## config.mk

```make
export PLATFORM = sky130hd
export DESIGN_NAME = packer_master_flat
export DESIGN_NICKNAME = d
export VERILOG_FILES = /design/src/rtl/packer_master_if.sv /design/src/rtl/packer_master.sv /design/src/flat_wrapper.sv
export SDC_FILE = /design/constraint.sdc
export NUM_CORES = 1
export LEC_CHECK = 0
export ABC_CLOCK_PERIOD_IN_PS = 4100
export CORE_MARGIN = 3
export CORE_UTILIZATION = 48
export CTS_CLUSTER_DIAMETER = 30
export DETAILED_ROUTE_END_ITERATION = 12
export PLACE_DENSITY = 0.79
export SLEW_MARGIN = 20
export SYNTH_ARGS = -nofsm -noshare
export SYNTH_HDL_FRONTEND = slang
export SYNTH_SLANG_ARGS = --single-unit
```

## constraint.sdc

```tcl
create_clock -name clk -period 4.1 [get_ports clk]
set_input_delay 1.23 -clock clk [delete_from_list [all_inputs] [get_ports clk]]
set_output_delay 1.23 -clock clk [all_outputs]
set_load 0.02 [all_outputs]
```

## src/rtl/packer_master_if.sv

```systemverilog
// Packer handshake bundle: operand beat in, packed IEEE result out.
// Modport master is the packer's side of the bus.
interface packer_master_if #(
  parameter int EW = 13,
  parameter int FW = 56
);
  logic          in_valid;
  logic          in_ready;
  logic          db;
  logic [1:0]    rm;
  logic          s;
  logic [EW-1:0] e;
  logic [FW-1:0] f;
  logic [3:0]    fl;
  logic [51:0]   nan;
  logic          out_valid;
  logic          out_ready;
  logic [63:0]   fp;
  logic [3:0]    exc;

  modport master (
    input  in_valid, db, rm, s, e, f,
    input  fl, nan, out_ready,
    output in_ready, out_valid, fp, exc
  );

  modport slave (
    output in_valid, db, rm, s, e, f,
    output fl, nan, out_ready,
    input  in_ready, out_valid, fp, exc
  );
endinterface

```

## src/rtl/packer_master.sv

```systemverilog
// IEEE-754 result packer: rounding, renormalization, saturation,
// flush-to-zero and NaN quieting over a 2-stage valid/ready pipe.
module packer_master #(
  parameter int EW = 13,
  parameter int FW = 56
) (
  input logic            clk,
  input logic            reset,
  packer_master_if.master bus
);

  typedef enum logic [2:0] {
    CL_NORM,
    CL_ZERO,
    CL_INF,
    CL_QNAN,
    CL_SNAN
  } cls_t;

  typedef struct packed {
    logic          db;
    logic [1:0]    rm;
    logic          s;
    logic [EW-1:0] e;
    logic [52:0]   man;
    logic          inc;
    logic          inx;
    cls_t          cls;
    logic [51:0]   qf;
  } s1_t;

  function automatic logic [63:0] pack(
    input logic        dbl,
    input logic        sg,
    input logic [10:0] ex,
    input logic [51:0] fr
  );
    logic [31:0] h;
    h = {sg, ex[7:0], fr[22:0]};
    return dbl ? {sg, ex, fr} : {h, h};
  endfunction

  s1_t  nx;
  s1_t  s1;
  logic s1_valid;
  logic s2_valid;
  logic s2_load;
  logic in_ready;
  logic lsb;
  logic g;
  logic st;

  logic [63:0] fp_q;
  logic [3:0]  exc_q;

  assign s2_load  = !s2_valid || bus.out_ready;
  assign in_ready = !s1_valid || s2_load;

  assign bus.in_ready  = in_ready;
  assign bus.out_valid = s2_valid;
  assign bus.fp        = fp_q;
  assign bus.exc       = exc_q;

  always_comb begin
    nx     = '0;
    lsb    = 1'b0;
    g      = 1'b0;
    st     = 1'b0;
    nx.db  = bus.db;
    nx.rm  = bus.rm;
    nx.s   = bus.s;
    nx.e   = bus.e;
    if (bus.db) begin
      nx.man = bus.f[55:3];
      lsb    = bus.f[3];
      g      = bus.f[2];
      st     = |bus.f[1:0];
      nx.qf  = {1'b1, bus.nan[51:1]};
    end else begin
      nx.man = {29'd0, bus.f[55:32]};
      lsb    = bus.f[32];
      g      = bus.f[31];
      st     = |bus.f[30:0];
      nx.qf  = {29'd0, 1'b1, bus.nan[51:30]};
    end
    case (bus.rm)
      2'b00:   nx.inc = g & (lsb | st);
      2'b01:   nx.inc = 1'b0;
      2'b10:   nx.inc = !bus.s & (g | st);
      default: nx.inc = bus.s & (g | st);
    endcase
    nx.inx = g | st;
    if (bus.fl[0])      nx.cls = CL_SNAN;
    else if (bus.fl[1]) nx.cls = CL_QNAN;
    else if (bus.fl[2]) nx.cls = CL_INF;
    else if (bus.fl[3]) nx.cls = CL_ZERO;
    else                nx.cls = CL_NORM;
  end

  always_ff @(posedge clk) begin
    if (reset) begin
      s1_valid <= 1'b0;
      s1       <= '0;
    end else if (in_ready) begin
      s1_valid <= bus.in_valid;
      if (bus.in_valid) s1 <= nx;
    end
  end

  logic [53:0]        sum;
  logic               carry;
  logic [51:0]        frac;
  logic signed [EW:0] ex;
  logic signed [EW:0] ep;
  logic signed [EW:0] emax;
  logic               ovf;
  logic               unf;
  logic               to_inf;
  logic [10:0]        e_max;
  logic [63:0]        r;
  logic [3:0]         x;

  always_comb begin
    sum   = {1'b0, s1.man} + {53'd0, s1.inc};
    carry = s1.db ? sum[53] : sum[24];
    frac  = s1.db ? sum[51:0] : {29'd0, sum[22:0]};
    if (carry) frac = '0;
    ex    = {s1.e[EW-1], s1.e};
    ep    = carry ? ex + (EW+1)'(1) : ex;
    emax  = s1.db ? (EW+1)'(2046) : (EW+1)'(254);
    e_max = s1.db ? 11'h7FE : 11'h0FE;
    // out-of-range exponents are judged at full width, never wrapped
    ovf   = ep > emax;
    unf   = ep[EW] || (ep == '0) || ex[EW] || (ex == '0);
    to_inf = (s1.rm == 2'b00)
          || (s1.rm == 2'b10 && !s1.s)
          || (s1.rm == 2'b11 && s1.s);
    r = '0;
    x = '0;
    unique case (s1.cls)
      CL_SNAN: begin
        r = pack(s1.db, s1.s, 11'h7FF, s1.qf);
        x = 4'b1000;
      end
      CL_QNAN: r = pack(s1.db, s1.s, 11'h7FF, s1.qf);
      CL_INF:  r = pack(s1.db, s1.s, 11'h7FF, '0);
      CL_ZERO: r = pack(s1.db, s1.s, '0, '0);
      default: begin
        if (ovf) begin
          x = 4'b0101;
          if (to_inf) r = pack(s1.db, s1.s, 11'h7FF, '0);
          else        r = pack(s1.db, s1.s, e_max, '1);
        end else if (unf) begin
          x = 4'b0011;
          r = pack(s1.db, s1.s, '0, '0);
        end else begin
          x = {3'b000, s1.inx};
          r = pack(s1.db, s1.s, ep[10:0], frac);
        end
      end
    endcase
  end

  always_ff @(posedge clk) begin
    if (reset) begin
      s2_valid <= 1'b0;
      fp_q     <= '0;
      exc_q    <= '0;
    end else if (s2_load) begin
      s2_valid <= s1_valid;
      if (s1_valid) begin
        fp_q  <= r;
        exc_q <= x;
      end
    end
  end

  logic unused_bits;
  assign unused_bits = ^{bus.nan[0], sum[52]};

endmodule

```

## src/flat_wrapper.sv

```systemverilog
// flat-port wrapper written by rule: the top's interface ports become plain ports
module packer_master_flat 
#(
  parameter int EW = 13,
  parameter int FW = 56
)
  (clk, reset, bus_in_valid, bus_db, bus_rm, bus_s, bus_e, bus_f, bus_fl, bus_nan, bus_out_ready, bus_in_ready, bus_out_valid, bus_fp, bus_exc);
  packer_master_if #(.EW(EW), .FW(FW)) bus_i ();
  input logic clk;
  input logic reset;
  input wire logic [$bits(bus_i.in_valid)-1:0] bus_in_valid;
  input wire logic [$bits(bus_i.db)-1:0] bus_db;
  input wire logic [$bits(bus_i.rm)-1:0] bus_rm;
  input wire logic [$bits(bus_i.s)-1:0] bus_s;
  input wire logic [$bits(bus_i.e)-1:0] bus_e;
  input wire logic [$bits(bus_i.f)-1:0] bus_f;
  input wire logic [$bits(bus_i.fl)-1:0] bus_fl;
  input wire logic [$bits(bus_i.nan)-1:0] bus_nan;
  input wire logic [$bits(bus_i.out_ready)-1:0] bus_out_ready;
  output wire logic [$bits(bus_i.in_ready)-1:0] bus_in_ready;
  output wire logic [$bits(bus_i.out_valid)-1:0] bus_out_valid;
  output wire logic [$bits(bus_i.fp)-1:0] bus_fp;
  output wire logic [$bits(bus_i.exc)-1:0] bus_exc;
  assign bus_i.in_valid = bus_in_valid;
  assign bus_i.db = bus_db;
  assign bus_i.rm = bus_rm;
  assign bus_i.s = bus_s;
  assign bus_i.e = bus_e;
  assign bus_i.f = bus_f;
  assign bus_i.fl = bus_fl;
  assign bus_i.nan = bus_nan;
  assign bus_i.out_ready = bus_out_ready;
  assign bus_in_ready = bus_i.in_ready;
  assign bus_out_valid = bus_i.out_valid;
  assign bus_fp = bus_i.fp;
  assign bus_exc = bus_i.exc;
  packer_master #(.EW(EW), .FW(FW)) u_core (.clk(clk), .reset(reset), .bus(bus_i));
endmodule
```

==> out/results.md, run 1 <==
### Global route
• initial antenna violation count: 0
• Total Routing Usage GR: 30.11%
• maximum number of pins on one net before global-route repair: 113
• Congestion Overflow GR: 0
• global-route wire length before repair: 58.62 mm
• via count of the first global-routing pass: 10800

### Worst setup path
• worst path arrival time: 4.49 ns
• reg-to-reg critical path startpoint: u_core.s1[57]$_SDFFE_PP0P_
• Worst Path Class, Setup: reg2reg
• depth of the worst register-to-register path: 19
• kind of start point of the critical path: flip-flop
• critical register-to-register path endpoint: u_core.bus.fp[39]$_SDFFE_PP0P_
• slowest cell on the critical path: sky130_fd_sc_hd__or4b_4
• worst path bufs/invs: 3
• number of logic stages on the critical path including buffering: 19
• WP data required: 4.42 ns
• worst path cell trace: ha_4 > ha_4 > nand4_1 > buf_4 > nor4_4 > a21boi_1 > or3_1 > nand3_2 > nor2_1 > xor2_1 > ha_1 > nand4_1 > a21oi_2 > or4b_4 > mux2_4 > a41oi_4 > buf_4 > clkbuf_16 > a311oi_1
• worst setup path end: u_core.bus.fp[39]$_SDFFE_PP0P_
• top fanout value on the critical path: 10
• flop2flop setup slack: -0.08 ns
• CP Launch Point: u_core.s1[57]$_SDFFE_PP0P_
• critical path's largest stage delay: 0.50 ns
• category of the worst setup path capture point: flip-flop
• gate family responsible for the most delay along the worst path: simple AND/OR/NAND/NOR gates

### Drt
• number of detailed-route iterations in the first pass: 8
• DRC violation total after the first TritonRoute iteration: 1087
• via count: 11690
• antenna viol nets, final: 0
• average routed wire per standard cell: 19.56 um
• final wirelength: 38.04 mm
• Avg Vias per Cell: 6.008
• number of remaining DRC errors: 0

### Yosys
• share of flip-flops with an asynchronous set or reset after synthesis: 0%
• cell count after synthesis: 1408
• number of nets in the synthesized netlist: 1551
• sequential share of the synthesized area: 36.10%
• average cell area after synthesis: 7.720 sq um
• top cells by area in the synthesized netlist: sky130_fd_sc_hd__dfxtp_1 (36%), sky130_fd_sc_hd__nand2_1 (6.9%), sky130_fd_sc_hd__nor2_1 (5.6%)
• count of state elements after synthesis: 196
• number of synthesized flops with an enable pin: 0
• proportion of netlist area held by the largest area contributor: 36.10%
• Distinct cells, synth: 70
• warnings from Yosys: 0
• Syn Std Cell Area: 10870 sq um
• post-synthesis cell type with the largest combined area: sky130_fd_sc_hd__dfxtp_1
• Primary FF master, synth: sky130_fd_sc_hd__dfxtp_1

### Place
• Area after DPL: 13900 sq um
• dpl cells: 1898
• Port Buf Inserts: 201
• setup slack at placement: -0.1538 ns
• post-DP HPWL: 28.42 mm
• Final Wtd Congestion: 0.9724

### Die
• Die X-Extent: 156.5 um
• Die Height: 156.5 um
• Initial Util: 49.35%
• die footprint: 24490 sq um
• area of the core: 22030 sq um
• total I/O pin count: 203
• site row count: 54

### Timing
• Min Hold Slack: 0.4561 ns
• number of failing hold endpoints at the final stage: 0
• Max transition margin: 34.90%
• unrepaired setup endpoints after global routing: true
• Slew @ Worst Pin: 0.9757 ns
• Final setup violation count: 48
• setup TNS: -2.095 ns
• setup clock skew after layout: 0.01240 ns
• final critical-path setup slack: -0.07703 ns
• fin crit period: 4.177 ns
• Max Clk Rate: 239.4 MHz
• count of pins over their slew limit: 0
• share of the clock period used by the worst path: 101.9%

### Clock network
• source-to-sink clock delay at the later pin of the worst-skew pair: 0.45 ns
• TritonCTS clock tree: yes
• number of clock buffers inserted by TritonCTS: 17
• clock slew at reported path FFs: 0.09 ns
• H-tree levels: 4
• Root Buffer: sky130_fd_sc_hd__clkbuf_16
• clk buf depth: 2
• clock sinks: 196

### Layout
• Inserted Diodes: 0
• final layout net count: 1795
• Cell Count, Final, Fillers Out: 1945
• most used cells in the layout excluding fill and tap cells: sky130_fd_sc_hd__nand2_1 (199), sky130_fd_sc_hd__clkdlybuf4s50_1 (199), sky130_fd_sc_hd__dfxtp_1 (193)
• multi-input gate area in the final layout: 6685 sq um
• ratio of cells with drive above 1 in the final layout: 15.86%
• post-route core utilization: 67.96%
• register area: 3928 sq um
• P&R area growth vs syn: 37.71%
• Design Area, Final: 14970 sq um
• Filler cells: 1826

### Worst hold path
• launch instance of the worst min-delay path: u_core.s1[29]$_SDFFE_PP0P_
• worst hold path cell count: 2
• path category of the worst min-delay check: reg2reg

### Power and ir drop
• Lkg Pwr: 5.440 nW
• post-route total power: 5.122 mW
• maximum ir drop on the vdd rail: 258.4 uV
• power density over the cells: 342.2 nW/um^2

### Outcome
• violations in the final reports: setup timing
• run status: finished, violations left

### Job
• Max-Cap Viols: 0

-- cell usage after synthesis, types with 29 or more instances --
cell and n:
sky130_fd_sc_hd__nand2_1 200, sky130_fd_sc_hd__dfxtp_1 196, sky130_fd_sc_hd__nor2_1 162, sky130_fd_sc_hd__nand3_1 121, sky130_fd_sc_hd__a21oi_1 110, sky130_fd_sc_hd__clkbuf_1 97, sky130_fd_sc_hd__nand4_1 51, sky130_fd_sc_hd__a211oi_1 49
sky130_fd_sc_hd__a311oi_1 49, sky130_fd_sc_hd__mux2i_1 49, sky130_fd_sc_hd__xnor2_1 32, sky130_fd_sc_hd__xor2_1 29
-- layer usage --
layer | part of all wire (%) | global-route usage (%) | wire length, um | vias to the layer above
met1 | 44 | 42.88 | 16820 | 5557
met2 | 46 | 46.99 | 17420 | 483
met5 | 0 | 0 | 0 | -
met4 | 1.7 | 7.128 | 654 | 0
met3 | 8.3 | 6.278 | 3144 | 45
li1 | - | - | - | 5601
-- timing repair --
item / CTS / global route
pin swaps: 20 / 13
resized for setup: 18 / 31
cloned: 3 / 2
setup buffers: 9 / 4
setup endpoints to repair: 61 / 66
hold buffers: 0 / 0
-- worst register-to-register path, cell delays in order (launching register included) --
cell and delay [ns]:
sky130_fd_sc_hd__dfxtp_2 0.36, sky130_fd_sc_hd__ha_4 0.16, sky130_fd_sc_hd__ha_4 0.13, sky130_fd_sc_hd__nand4_1 0.12, sky130_fd_sc_hd__buf_4 0.18, sky130_fd_sc_hd__nor4_4 0.16
sky130_fd_sc_hd__a21boi_1 0.13, sky130_fd_sc_hd__or3_1 0.41, sky130_fd_sc_hd__nand3_2 0.10, sky130_fd_sc_hd__nor2_1 0.05, sky130_fd_sc_hd__xor2_1 0.16, sky130_fd_sc_hd__ha_1 0.32
sky130_fd_sc_hd__nand4_1 0.12, sky130_fd_sc_hd__a21oi_2 0.12, sky130_fd_sc_hd__or4b_4 0.50, sky130_fd_sc_hd__mux2_4 0.34, sky130_fd_sc_hd__a41oi_4 0.30, sky130_fd_sc_hd__buf_4 0.18
sky130_fd_sc_hd__clkbuf_16 0.15, sky130_fd_sc_hd__a311oi_1 0.08
-- state kept, by name, indices dropped and copies added (netlist names) --
signal and cells:
u_core.s1 113, u_core.bus.fp 64, u_core.ex 13, u_core.bus.exc 4
u_core.bus.out_valid 1, u_core.s1_valid 1
-- how the worst min path moves through the flow --
stage,end
after floorplan,u_core.s1[23]$_SDFFE_PP0P_
after global routing,u_core.s1[45]$_SDFFE_PP0P_
after global placement,u_core.s1[45]$_SDFFE_PP0P_
final,u_core.s1[29]$_SDFFE_PP0P_
after detailed placement,u_core.s1[109]$_SDFFE_PP0P_
after CTS,u_core.s1[29]$_SDFFE_PP0P_
-- cell type report --
| type | instances | area share (%) |
|---|---|---|
| clock inverter | 15 | 1.421 |
| multi-input combinational | 1076 | 44.66 |
| inverter | 18 | 0.4514 |
| tap | 280 | 2.341 |
| clock buffer | 17 | 2.842 |
| sequential | 196 | 26.24 |
| timing repair buffer | 343 | 22.04 |
-- cells by family after synthesis --
| kind of cell | Yosys count | synth area share (%) |
|---|---|---|
| fa+ha+maj | 10 | 1.151 |
| buf+inv | 136 | 5.007 |
| xor+xnor | 61 | 4.915 |
| compound gates | 304 | 19.02 |
| simple gates | 630 | 26.88 |
| flops | 196 | 36.10 |
| mux | 71 | 6.930 |
-- power by group --
part	internal [mW]	total (mW)	switching [mW]
clock	0.850	1.78	0.925
combinational	0.555	1.23	0.674
sequential	2.02	2.12	0.0947
Note: power is estimated with default switching activity, not from simulation.
==> run 2, diff against run 1 <==
ABC_CLOCK_PERIOD_IN_PS = 4600   (was 4100)
CORE_UTILIZATION = 40   (was 48)
PLACE_DENSITY = 0.66   (was 0.79)
clock period = 4.6 ns   (was 4.1 ns; I/O delays follow)
==> out/results.md, run 2 (synthesized netlist as in run 1, its figures left out) <==
### Outcome
• run status: complete, no violations

### Global route
• Congestion Overflow GR: 0
• maximum number of pins on one net before global-route repair: 95
• global-route wire length before repair: 57.15 mm
• Total Routing Usage GR: 24.92%
• initial antenna violation count: 0
• via count of the first global-routing pass: 10100

### Drt
• antenna viol nets, final: 0
• met3 WL: 2.674 mm
• average routed wire per standard cell: 19.74 um
• Avg Vias per Cell: 5.750
• total routed wire length on the met1 layer: 17.88 mm
• number of remaining DRC errors: 0
• final wirelength: 38.34 mm
• routed length on met2: 16.95 mm
• number of detailed-route iterations in the first pass: 5
• DRC violation total after the first TritonRoute iteration: 989
• Top Metal Used: met4
• via count: 11170

### Worst setup path
• worst path arrival time: 4.79 ns
• critical path's largest stage delay: 0.62 ns
• critical register-to-register path endpoint: u_core.bus.fp[20]$_SDFFE_PP0P_
• reg-to-reg critical path startpoint: u_core.s1[56]$_SDFFE_PP0P_
• worst setup path end: u_core.bus.fp[20]$_SDFFE_PP0P_
• flop2flop setup slack: 0.11 ns
• slowest cell on the critical path: sky130_fd_sc_hd__or4_4
• CP Launch Point: u_core.s1[56]$_SDFFE_PP0P_
• number of logic stages on the critical path including buffering: 18
• WP data required: 4.90 ns
• depth of the worst register-to-register path: 18
• Worst Path Class, Setup: reg2reg
• kind of start point of the critical path: flip-flop
• worst path bufs/invs: 2
• worst path cell trace: ha_4 > ha_4 > nand4_1 > or4_4 > nor3_4 > o21ai_2 > a21oi_2 > nor2b_4 > xnor2_2 > ha_1 > nand4_1 > a21oi_1 > or4b_4 > mux2_4 > a41oi_4 > buf_12 > clkbuf_16 > a311oi_1
• gate family responsible for the most delay along the worst path: simple AND/OR/NAND/NOR gates
• top fanout value on the critical path: 6
• category of the worst setup path capture point: flip-flop

### Power and ir drop
• internal cell power: 3.056 mW
• sequential share of power: 41.9%
• clock power share: 35.7%
• switching share of power: 32.48%
• Comb pwr share: 22.4%
• maximum ir drop on the vdd rail: 236.3 uV
• post-route total power: 4.527 mW
• Lkg Pwr: 5.101 nW
• power density over the cells: 315.5 nW/um^2
• reported net switching power: 1.470 mW

### Clock network
• clock slew at reported path FFs: 0.08 ns
• clock sinks: 196
• number of clock buffers inserted by TritonCTS: 17
• TritonCTS clock tree: yes
• H-tree levels: 4
• clk buf depth: 2
• source-to-sink clock delay at the later pin of the worst-skew pair: 0.45 ns
• Root Buffer: sky130_fd_sc_hd__clkbuf_16

### Timing
• setup clock skew after layout: 0.01200 ns
• final critical-path setup slack: 0.1107 ns
• unrepaired setup endpoints after global routing: true
• Final setup violation count: 0
• Max transition margin: 37.10%
• count of pins over their slew limit: 0
• Max Clk Rate: 222.8 MHz
• Slew @ Worst Pin: 0.9427 ns
• fin crit period: 4.489 ns
• Min Hold Slack: 0.4532 ns
• number of failing hold endpoints at the final stage: 0
• share of the clock period used by the worst path: 97.59%

### Die
• site row count: 59
• Die Height: 170.8 um
• total I/O pin count: 203
• Die X-Extent: 170.8 um
• area of the core: 26350 sq um
• die footprint: 29190 sq um
• Initial Util: 41.24%

### Layout
• Inserted Diodes: 0
• Cell Count, Final, Fillers Out: 1942
• ratio of cells with drive above 1 in the final layout: 11.14%
• max reg flops: 113
• P&R area growth vs syn: 31.99%
• Design Area, Final: 14350 sq um
• Most flops, register: u_core.s1
• most used cells in the layout excluding fill and tap cells: sky130_fd_sc_hd__nand2_1 (199), sky130_fd_sc_hd__clkdlybuf4s50_1 (199), sky130_fd_sc_hd__dfxtp_1 (193)
• final layout net count: 1737
• Filler cells: 2506

### Place
• setup slack at placement: 0.06613 ns
• Port Buf Inserts: 201
• Final Wtd Congestion: 0.9518
• post-DP HPWL: 28.21 mm
• Area after DPL: 13450 sq um
• dpl cells: 1894

### Worst hold path
• path category of the worst min-delay check: reg2reg
• worst hold path cell count: 2
• launch instance of the worst min-delay path: u_core.s1[29]$_SDFFE_PP0P_

### Job
• Max-Cap Viols: 0

[run 2: changes by cell type in the layout (fill, tap and decap cells not counted), sizes merged]
cell,delta
buf,-59
bufinv,+1
clkinv,-2
clkinvlp,-1
inv,+2
mux2,+1
[run 2: final cells by class]
cell class / instances / area, sq um / share of cell area, %
Timing Repair Buffer: 284 / 2780 / 19.38
Inverter: 18 / 67.56 / 0.4710
Sequential cell: 196 / 3928 / 27.38
Multi-Input combinational cell: 1077 / 6506 / 45.35
Tap cell: 335 / 419.2 / 2.922
Clock inverter: 15 / 220.2 / 1.535
Clock buffer: 17 / 425.4 / 2.965
[run 2: power by group through the flow]
stage,clock network [mW],logic [mW],registers (mW)
3_3_place_gp,0,0.963,1.93
2_1_floorplan,0,0.503,1.96
5_1_grt,1.70,1.09,1.91
6_report,1.62,1.01,1.90
4_1_cts,1.63,0.974,1.89
3_5_place_dp,0,0.971,1.93
[run 2: timing repair]
| action | CTS | global route |
|---|---|---|
| gates resized for setup | 0 | 14 |
| endpoints found under the setup margin | 0 | 53 |
| buffers inserted | 0 | 10 |
| hold buffers | 0 | 0 |
[run 2: metal layers]
layer	GRT usage [%]	vias up
li1	-	5468
met1	37.40	5208
met2	37.34	445
met3	3.327	45
met4	7.208	0
met5	0	-
[run 2: worst register-to-register path: cells and delay by family (launching register included)]
kind            cells  cell delay [ns]
mux                 1             0.37
fa+ha+maj           3             0.57
simple gates        6             1.84
flops               1             0.36
compound gates      5             0.76
buf+inv             2             0.34
xor+xnor            1             0.09
[run 2: how the worst min path moves through the flow]
stage,to
detailed placement,u_core.s1[33]$_SDFFE_PP0P_
floorplan,u_core.s1[23]$_SDFFE_PP0P_
global placement,u_core.s1[44]$_SDFFE_PP0P_
CTS,u_core.s1[33]$_SDFFE_PP0P_
global route,u_core.s1[41]$_SDFFE_PP0P_
finish,u_core.s1[29]$_SDFFE_PP0P_
[run 2: stage by stage]
step	setup TNS (ns)	utilization [%]
5_1_grt	-1.326	54.44
6_report	0	54.44
3_5_place_dp	0	51.05
2_1_floorplan	0	-
4_1_cts	0	53.50
3_3_place_gp	0	51.05
